**src/rtl/ex_muldiv_stage.sv**
```systemverilog
// RV32M-capable execute stage: single-cycle ALU, fixed-latency multiplier and
// iterative radix-2 divider feeding the EX/MEM register with valid/stall/flush.
module ex_muldiv_stage #(
  parameter int XLEN        = 32,
  parameter int MUL_LATENCY = 2
) (
  input  logic            clk,
  input  logic            rst,
  input  logic            in_valid,
  input  logic [XLEN-1:0] pc,
  input  logic [XLEN-1:0] rs1_data,
  input  logic [XLEN-1:0] rs2_data,
  input  logic [XLEN-1:0] imm,
  input  logic [4:0]      rd,
  input  logic [31:0]     instruction,
  input  logic [4:0]      alu_op,
  input  logic            alu_src,
  input  logic            reg_write,
  input  logic            mem_read,
  input  logic            mem_write,
  input  logic            mem_reg,
  input  logic            mem_stall,
  input  logic            flush,
  output logic            ex_busy,
  output logic            ex_valid,
  output logic [XLEN-1:0] ex_alu_result,
  output logic [XLEN-1:0] ex_rs2_data,
  output logic [4:0]      ex_rd,
  output logic            ex_reg_write,
  output logic            ex_mem_read,
  output logic            ex_mem_write,
  output logic            ex_mem_reg,
  output logic [31:0]     ex_mem_instruction
);
  localparam int  SW     = $clog2(XLEN);
  localparam int  CW     = $clog2(XLEN + MUL_LATENCY + 1);
  localparam bit  MUL_MC = (MUL_LATENCY > 1);

  typedef enum logic [1:0] {S_IDLE, S_MUL, S_DIV} state_t;

  state_t            r_state;
  logic [CW-1:0]     r_cnt;
  logic [XLEN-1:0]   r_a, r_b;
  logic [1:0]        r_op;
  logic [XLEN-1:0]   r_dq, r_rem, r_dvs;
  logic              r_div0, r_neg_q, r_neg_r;
  logic [XLEN-1:0]   r_p_rs2;
  logic [4:0]        r_p_rd;
  logic [31:0]       r_p_instr;
  logic [3:0]        r_p_ctrl;
  logic              r_valid;
  logic [XLEN-1:0]   r_result, r_rs2;
  logic [4:0]        r_rd;
  logic [31:0]       r_instr;
  logic [3:0]        r_ctrl;

  logic              w_unused_pc;
  logic [XLEN-1:0]   w_b;
  logic              w_idle, w_accept, w_is_mul, w_is_div, w_single;
  logic [XLEN-1:0]   w_ma_src, w_mb_src;
  logic [1:0]        w_mop;
  logic              w_sa, w_sb;
  logic [2*XLEN-1:0] w_ma, w_mb, w_prod;
  logic [XLEN-1:0]   w_mul_res, w_alu;
  logic              w_dsgn, w_a_neg, w_b_neg;
  logic [XLEN:0]     w_rem_sh, w_diff;
  logic              w_ge;
  logic [XLEN-1:0]   w_rem_nx, w_dq_nx, w_q_fix, w_r_fix, w_div_res;
  logic [SW-1:0]     w_sh;

  assign w_unused_pc = ^pc;
  assign w_b      = alu_src ? imm : rs2_data;
  assign w_sh     = w_b[SW-1:0];
  assign w_idle   = (r_state == S_IDLE);
  assign w_accept = in_valid & w_idle & ~mem_stall & ~flush;
  assign w_is_mul = (alu_op[4:2] == 3'b100);
  assign w_is_div = (alu_op[4:2] == 3'b101);
  assign w_single = ~w_is_div & ~(w_is_mul & MUL_MC);

  // One multiplier shared by the single-cycle and multi-cycle paths.
  assign w_ma_src  = w_idle ? rs1_data : r_a;
  assign w_mb_src  = w_idle ? w_b : r_b;
  assign w_mop     = w_idle ? alu_op[1:0] : r_op;
  assign w_sa      = (w_mop == 2'd1) | (w_mop == 2'd2);
  assign w_sb      = (w_mop == 2'd1);
  assign w_ma      = {{XLEN{w_sa & w_ma_src[XLEN-1]}}, w_ma_src};
  assign w_mb      = {{XLEN{w_sb & w_mb_src[XLEN-1]}}, w_mb_src};
  assign w_prod    = w_ma * w_mb;
  assign w_mul_res = (w_mop == 2'd0) ? w_prod[XLEN-1:0] : w_prod[2*XLEN-1:XLEN];

  always_comb begin
    w_alu = '0;
    case (alu_op)
      5'd0:  w_alu = rs1_data + w_b;
      5'd1:  w_alu = rs1_data - w_b;
      5'd2:  w_alu = rs1_data << w_sh;
      5'd3:  w_alu = {{(XLEN-1){1'b0}}, $signed(rs1_data) < $signed(w_b)};
      5'd4:  w_alu = {{(XLEN-1){1'b0}}, rs1_data < w_b};
      5'd5:  w_alu = rs1_data ^ w_b;
      5'd6:  w_alu = rs1_data >> w_sh;
      5'd7:  w_alu = $signed(rs1_data) >>> w_sh;
      5'd8:  w_alu = rs1_data | w_b;
      5'd9:  w_alu = rs1_data & w_b;
      5'd10: w_alu = w_b;
      5'd16, 5'd17, 5'd18, 5'd19: w_alu = w_mul_res;
      default: w_alu = '0;
    endcase
  end

  // Divider works on magnitudes; odd div codes are the unsigned variants.
  assign w_dsgn  = ~alu_op[0];
  assign w_a_neg = w_dsgn & rs1_data[XLEN-1];
  assign w_b_neg = w_dsgn & w_b[XLEN-1];

  assign w_rem_sh  = {r_rem, r_dq[XLEN-1]};
  assign w_diff    = w_rem_sh - {1'b0, r_dvs};
  assign w_ge      = ~w_diff[XLEN];
  assign w_rem_nx  = w_ge ? w_diff[XLEN-1:0] : w_rem_sh[XLEN-1:0];
  assign w_dq_nx   = {r_dq[XLEN-2:0], w_ge};
  assign w_q_fix   = r_neg_q ? -w_dq_nx : w_dq_nx;
  assign w_r_fix   = r_neg_r ? -w_rem_nx : w_rem_nx;
  assign w_div_res = r_div0 ? (r_op[1] ? r_a : '1)
                            : (r_op[1] ? w_r_fix : w_q_fix);

  always_ff @(posedge clk) begin
    if (!rst) begin
      r_state   <= S_IDLE;
      r_cnt     <= '0;
      r_a       <= '0;
      r_b       <= '0;
      r_op      <= '0;
      r_dq      <= '0;
      r_rem     <= '0;
      r_dvs     <= '0;
      r_div0    <= 1'b0;
      r_neg_q   <= 1'b0;
      r_neg_r   <= 1'b0;
      r_p_rs2   <= '0;
      r_p_rd    <= '0;
      r_p_instr <= '0;
      r_p_ctrl  <= '0;
      r_valid   <= 1'b0;
      r_result  <= '0;
      r_rs2     <= '0;
      r_rd      <= '0;
      r_instr   <= '0;
      r_ctrl    <= '0;
    end else if (flush) begin
      r_state <= S_IDLE;
      r_valid <= 1'b0;
      r_ctrl  <= '0;
    end else if (!mem_stall) begin
      case (r_state)
        S_IDLE: begin
          r_valid <= 1'b0;
          r_ctrl  <= '0;
          if (w_accept) begin
            r_p_rs2   <= rs2_data;
            r_p_rd    <= rd;
            r_p_instr <= instruction;
            r_p_ctrl  <= {reg_write, mem_read, mem_write, mem_reg};
            r_a       <= rs1_data;
            r_b       <= w_b;
            r_op      <= alu_op[1:0];
            r_cnt     <= '0;
            if (w_single) begin
              r_valid  <= 1'b1;
              r_result <= w_alu;
              r_rs2    <= rs2_data;
              r_rd     <= rd;
              r_instr  <= instruction;
              r_ctrl   <= {reg_write, mem_read, mem_write, mem_reg};
            end else if (w_is_div) begin
              r_state <= S_DIV;
              r_dq    <= w_a_neg ? -rs1_data : rs1_data;
              r_dvs   <= w_b_neg ? -w_b : w_b;
              r_rem   <= '0;
              r_div0  <= (w_b == '0);
              r_neg_q <= w_a_neg ^ w_b_neg;
              r_neg_r <= w_a_neg;
            end else begin
              r_state <= S_MUL;
            end
          end
        end
        S_MUL: begin
          if (r_cnt == CW'(MUL_LATENCY - 2)) begin
            r_state  <= S_IDLE;
            r_valid  <= 1'b1;
            r_result <= w_mul_res;
            r_rs2    <= r_p_rs2;
            r_rd     <= r_p_rd;
            r_instr  <= r_p_instr;
            r_ctrl   <= r_p_ctrl;
          end else begin
            r_cnt <= r_cnt + 1'b1;
          end
        end
        S_DIV: begin
          r_dq  <= w_dq_nx;
          r_rem <= w_rem_nx;
          r_cnt <= r_cnt + 1'b1;
          // Last iteration folds the sign fix-up into the output load.
          if (r_cnt == CW'(XLEN - 1)) begin
            r_state  <= S_IDLE;
            r_valid  <= 1'b1;
            r_result <= w_div_res;
            r_rs2    <= r_p_rs2;
            r_rd     <= r_p_rd;
            r_instr  <= r_p_instr;
            r_ctrl   <= r_p_ctrl;
          end
        end
        default: r_state <= S_IDLE;
      endcase
    end
  end

  assign ex_busy            = ~w_idle;
  assign ex_valid           = r_valid;
  assign ex_alu_result      = r_result;
  assign ex_rs2_data        = r_rs2;
  assign ex_rd              = r_rd;
  assign ex_mem_instruction = r_instr;
  assign ex_reg_write       = r_ctrl[3];
  assign ex_mem_read        = r_ctrl[2];
  assign ex_mem_write       = r_ctrl[1];
  assign ex_mem_reg         = r_ctrl[0];
endmodule
```
**config.mk**
```make
export PLATFORM = sky130hd
export DESIGN_NAME = ex_muldiv_stage
export DESIGN_NICKNAME = d
export VERILOG_FILES = /design/src/rtl/ex_muldiv_stage.sv
export SDC_FILE = /design/constraint.sdc
export NUM_CORES = 2
export LEC_CHECK = 0
export CELL_PAD_IN_SITES_DETAIL_PLACEMENT = 0
export CELL_PAD_IN_SITES_GLOBAL_PLACEMENT = 1
export CORE_MARGIN = 1
export CORE_UTILIZATION = 44
export CTS_BUF_LIST = sky130_fd_sc_hd__clkbuf_8
export DETAILED_ROUTE_END_ITERATION = 8
export GPL_ROUTABILITY_DRIVEN = 1
export PLACE_DENSITY = 0.75
export RECOVER_POWER = 25
export SYNTH_ARGS = -nofsm -noshare
export SYNTH_HDL_FRONTEND = slang
export SYNTH_SLANG_ARGS = --single-unit
```
**constraint.sdc**
```tcl
create_clock -name clk -period 12.9 [get_ports clk]
set_input_delay 1.935 -clock clk [delete_from_list [all_inputs] [get_ports clk]]
set_output_delay 1.935 -clock clk [all_outputs]
set_load 0.02 [all_outputs]
```
==> impl_results.html <==
<table>
<tr><th>Metric</th><th>Value</th></tr>
<tr><th colspan="2">CTS</th></tr>
<tr><td>CTS root buf</td><td>sky130_fd_sc_hd__clkbuf_8</td></tr>
<tr><td>Largest buffer count on any clock path</td><td>3</td></tr>
<tr><td>Number of resized instances in the post-cts repair step</td><td>0</td></tr>
<tr><td>Clock Sinks</td><td>352</td></tr>
<tr><td>Clock tree from TritonCTS</td><td>yes</td></tr>
<tr><td>Later-pin clock latency in the skew report</td><td>0.77 ns</td></tr>
<tr><td>Number of buffers created by CTS</td><td>68</td></tr>
<tr><td>Reg clk slew, reported paths</td><td>0.06 ns</td></tr>
<tr><td>Number of setup buffers added after CTS</td><td>0</td></tr>
<tr><td>Number of H-tree levels</td><td>3</td></tr>
<tr><td>CTS Hold Bufs</td><td>0</td></tr>
<tr><th colspan="2">Setup path</th></tr>
<tr><td>Top cell family by delay on the critical path</td><td>adder cells</td></tr>
<tr><td>Critical path startpoint category</td><td>input pin</td></tr>
<tr><td>Bufs and invs on worst path</td><td>8</td></tr>
<tr><td>Stage delay of the slowest cell on the critical path</td><td>1.25 ns</td></tr>
<tr><td>Peak fanout along the critical path</td><td>6</td></tr>
<tr><td>Most repeated library cell on the critical path</td><td>sky130_fd_sc_hd__fa_1</td></tr>
<tr><td>Slowest CP cell</td><td>sky130_fd_sc_hd__mux2i_2</td></tr>
<tr><td>Critical path type</td><td>input pin to flop</td></tr>
<tr><td>Critical Path AT</td><td>12.49 ns</td></tr>
<tr><td>Required time at the endpoint of the critical path</td><td>13.53 ns</td></tr>
<tr><td>CP Capture Type</td><td>flop</td></tr>
<tr><th colspan="2">Status</th></tr>
<tr><td>Violated checks</td><td>capacitance limit, slew limit</td></tr>
<tr><td>Status</td><td>finished, violations left</td></tr>
<tr><th colspan="2">Placement</th></tr>
<tr><td>Worst setup slack after placement</td><td>0.559 ns</td></tr>
<tr><td>Count of port buffers added during placement</td><td>254</td></tr>
<tr><td>Global placer's final weighted congestion</td><td>1.05</td></tr>
<tr><td>Dpl cell area</td><td>73300 um^2</td></tr>
<tr><td>Post-detail-place hpwl</td><td>250 mm</td></tr>
<tr><th colspan="2">Floorplan</th></tr>
<tr><td>Starting density of the core</td><td>0.444</td></tr>
<tr><td>Core Region</td><td>152000 um^2</td></tr>
<tr><td>IO Count</td><td>287</td></tr>
<tr><td>Overall die height</td><td>394 um</td></tr>
<tr><td>Horizontal extent of the die</td><td>394 um</td></tr>
<tr><td>Std cell rows</td><td>143</td></tr>
<tr><td>Total die area</td><td>155000 um^2</td></tr>
<tr><th colspan="2">STA</th></tr>
<tr><td>Setup skew after layout</td><td>0.0729 ns</td></tr>
<tr><td>Number of setup violations in the final report</td><td>0</td></tr>
<tr><td>Achievable Freq</td><td>0.0843 GHz</td></tr>
<tr><td>Worst-case headroom to the max-slew limit</td><td>-1.05</td></tr>
<tr><td>Post-Route Setup TNS</td><td>0 ns</td></tr>
<tr><td>Final worst path period need</td><td>11.86 ns</td></tr>
<tr><td>Slew @ Worst Pin</td><td>3.07 ns</td></tr>
<tr><td>Period utilization</td><td>0.920</td></tr>
<tr><td>RSZ-0062 raised after global routing</td><td>false</td></tr>
<tr><td>Post-route setup slack</td><td>1.04 ns</td></tr>
<tr><td>Count of endpoints failing hold in the final timing report</td><td>0</td></tr>
<tr><td>Number of slew-limit violations in the final report</td><td>161</td></tr>
<tr><th colspan="2">Global route</th></tr>
<tr><td>Combined global-route utilization of all metal layers</td><td>0.392</td></tr>
<tr><td>Overflow left after global routing</td><td>0</td></tr>
<tr><td>Largest net degree at the start of global routing</td><td>174</td></tr>
<tr><td>Global-route wire length before repair</td><td>439 mm</td></tr>
<tr><td>Via count of the first global-routing pass</td><td>61600</td></tr>
<tr><td>Initial antenna violation count</td><td>33</td></tr>
<tr><th colspan="2">Logic synthesis</th></tr>
<tr><td>Mapped cell area</td><td>67500 um^2</td></tr>
<tr><td>Synth Area in Compound Gates</td><td>0.147</td></tr>
<tr><td>Number of enable-type register cells in the synthesized netlist</td><td>0</td></tr>
<tr><td>Most used flip-flop cell after synthesis</td><td>sky130_fd_sc_hd__dfxtp_1</td></tr>
<tr><td>Async set or reset register ratio after synthesis</td><td>0</td></tr>
<tr><td>Post-synthesis simple-gate area fraction</td><td>0.162</td></tr>
<tr><td>Post-synth top area share</td><td>0.334</td></tr>
<tr><td>Adder-Cell Fraction of Synth Area</td><td>0.400</td></tr>
<tr><td>Post-synth cell types</td><td>97</td></tr>
<tr><td>Net Count, Synth</td><td>10100</td></tr>
<tr><td>Share of the yosys chip area belonging to registers</td><td>0.104</td></tr>
<tr><td>Main combinational cell family by area after synthesis</td><td>adder cells</td></tr>
<tr><td>Mux contribution to synthesized area</td><td>0.0535</td></tr>
<tr><td>Main area contributors after synthesis</td><td>sky130_fd_sc_hd__fa_1 (33%), sky130_fd_sc_hd__dfxtp_1 (10%), sky130_fd_sc_hd__nand2_1 (7.6%)</td></tr>
<tr><td>Warnings from Yosys</td><td>0</td></tr>
<tr><td>Most area-hungry cell type in the Yosys netlist</td><td>sky130_fd_sc_hd__fa_1</td></tr>
<tr><td>Average instance area after synthesis</td><td>8.01 um^2</td></tr>
<tr><td>Xor and xnor fraction of the mapped netlist area</td><td>0.0279</td></tr>
<tr><td>Cells after synthesis</td><td>8434</td></tr>
<tr><td>Register bit total from synthesis</td><td>352</td></tr>
<tr><th colspan="2">Finish</th></tr>
<tr><td>Design Area, Final</td><td>74700 um^2</td></tr>
<tr><td>Number of fill cells in the layout</td><td>15200</td></tr>
<tr><td>Synthesis-to-finish area growth</td><td>10.7%</td></tr>
<tr><td>Fraction of final layout cells with drive strength greater than 1</td><td>0.0682</td></tr>
<tr><td>Combined area of the multi-input logic cells</td><td>53800 um^2</td></tr>
<tr><td>NumNets Final</td><td>10200</td></tr>
<tr><td>Seq. cell area</td><td>7050 um^2</td></tr>
<tr><th colspan="2">Drt</th></tr>
<tr><td>1st-pass router iterations</td><td>6</td></tr>
<tr><td>Initial DRC Count</td><td>5829</td></tr>
<tr><td>Antenna violation net count after detailed routing</td><td>0</td></tr>
<tr><td>Total vias in the final route</td><td>62000</td></tr>
<tr><td>Remaining DRCs</td><td>0</td></tr>
<tr><td>Via-to-Cell Ratio</td><td>5.84</td></tr>
<tr><td>Total wire length</td><td>306 mm</td></tr>
<tr><td>WL per Instance</td><td>28.8 um</td></tr>
<tr><th colspan="2">Min path</th></tr>
<tr><td>Hold Crit Class</td><td>flop to flop</td></tr>
<tr><th colspan="2">Flow run</th></tr>
<tr><td>Number of violations of the max-capacitance limit</td><td>4</td></tr>
</table>
kinds of logic (layout without fill, tap and decap cells):
| family | after synthesis | count (layout) |
|---|---|---|
| AND/OR/NAND/NOR | 2624 | 2624 |
| buffers and inverters | 1881 | 2020 |
| AO/OA/AOI/OAI | 1569 | 1569 |
| adder cells (fa/ha/maj) | 1482 | 1482 |
| flip-flops | 352 | 352 |
| multiplexers | 311 | 311 |
| XOR/XNOR | 215 | 215 |
| other | 0 | 17 |
worst reg2reg max path: cells and delay by family, from the launching register on:
kind                     cells  cell delay [ns]
adder cells (fa/ha/maj)     10             4.89
AO/OA/AOI/OAI                8             2.53
buffers and inverters       10             1.61
AND/OR/NAND/NOR              4             0.84
multiplexers                 1             0.82
flip-flops                   1             0.34
XOR/XNOR                     1             0.19
per-stage QoR:
step / utilization / std cells / hold WS [ns]
finish: 0.491 / 10600 / 0.450
global route: 0.491 / 10600 / 0.469
CTS: 0.491 / 10600 / 0.452
detailed placement: 0.482 / 10500 / 0.446
floorplan: - / 8434 / 0.432
global placement: 0.482 / 10500 / 0.441
final timing paths:
kind | startpoint | to | slack, ns | cells past startpoint
setup reg to reg | r_state[0]$_SDFFE_PP0P_ | ex_alu_result[20]$_SDFFE_PN0P_ | 1.58 | 34
hold reg to reg | r_dvs[11]$_SDFFE_PN0P_ | r_dvs[11]$_SDFFE_PN0P_ | 0.45 | 2
setup / recovery | rs1_data[19] | ex_alu_result[20]$_SDFFE_PN0P_ | 1.04 | 31
hold / removal | r_dvs[11]$_SDFFE_PN0P_ | r_dvs[11]$_SDFFE_PN0P_ | 0.45 | 2
cells in the final DEF (no fill, tap or decap), drive strengths merged, types with 92 or more instances in the layout:
| cell type | count |
|---|---|
| clkdlybuf4s50 | 159 |
| dfxtp | 352 |
| nand2 | 1369 |
| a21oi | 514 |
| a211oi | 146 |
| nor2 | 791 |
| buf | 301 |
| inv | 1373 |
| ha | 354 |
| dlygate4sd3 | 92 |
| xnor2 | 154 |
| o21ai | 342 |
| a21o | 96 |
| mux2i | 236 |
| fa | 1128 |
metal layers:
metal | up-vias | GRT usage | wire length, um
met5 | - | 0 | 37
met4 | 6 | 0.241 | 21600
met3 | 571 | 0.0742 | 24200
met2 | 2858 | 0.621 | 139000
met1 | 31300 | 0.494 | 121000
li1 | 27300 | - | -
state kept, by name (all words and copies together) (netlist names):
| register | count |
|---|---|
| r_neg_r | 1 |
| r_a | 32 |
| r_neg_q | 1 |
| r_div0 | 1 |
| ex_mem_instruction | 32 |
| r_p_rd | 5 |
| ex_rd | 5 |
| r_state | 2 |
| r_ctrl | 4 |
| r_rem | 32 |
| r_p_ctrl | 4 |
| r_dq | 32 |
| ex_valid | 1 |
| ex_rs2_data | 32 |
| r_b | 32 |
| r_op | 2 |
| ex_alu_result | 32 |
| r_dvs | 32 |
| r_p_rs2 | 32 |
| r_cnt | 6 |
| r_p_instr | 32 |
Yosys cell counts (38+ instances only):
cell and n:
sky130_fd_sc_hd__nand2_1 1369, sky130_fd_sc_hd__inv_1 1344, sky130_fd_sc_hd__fa_1 1128, sky130_fd_sc_hd__nor2_1 791
sky130_fd_sc_hd__a21oi_1 514, sky130_fd_sc_hd__clkbuf_1 476, sky130_fd_sc_hd__ha_1 354, sky130_fd_sc_hd__dfxtp_1 352
sky130_fd_sc_hd__o21ai_0 325, sky130_fd_sc_hd__mux2i_1 233, sky130_fd_sc_hd__xnor2_1 154, sky130_fd_sc_hd__a211oi_1 146
sky130_fd_sc_hd__a21o_1 96, sky130_fd_sc_hd__nor3_1 85, sky130_fd_sc_hd__nand3_1 72, sky130_fd_sc_hd__xor2_1 61
sky130_fd_sc_hd__o211ai_1 57, sky130_fd_sc_hd__and2_1 56, sky130_fd_sc_hd__a31oi_1 43, sky130_fd_sc_hd__nand2b_1 41
sky130_fd_sc_hd__buf_1 38
cell type report:
class	instances	share of cell area
multi-input cells	6201	0.720
flip-flops and latches	352	0.0943
inverters	1350	0.0679
repair buffers	555	0.0646
well taps	2030	0.0340
clock buffers	76	0.0140
clock inverters	39	0.00501
diodes	17	0.000569
Power is not shown: default switching activity piles up to over one toggle a cycle in this logic, so the estimate is an artifact.
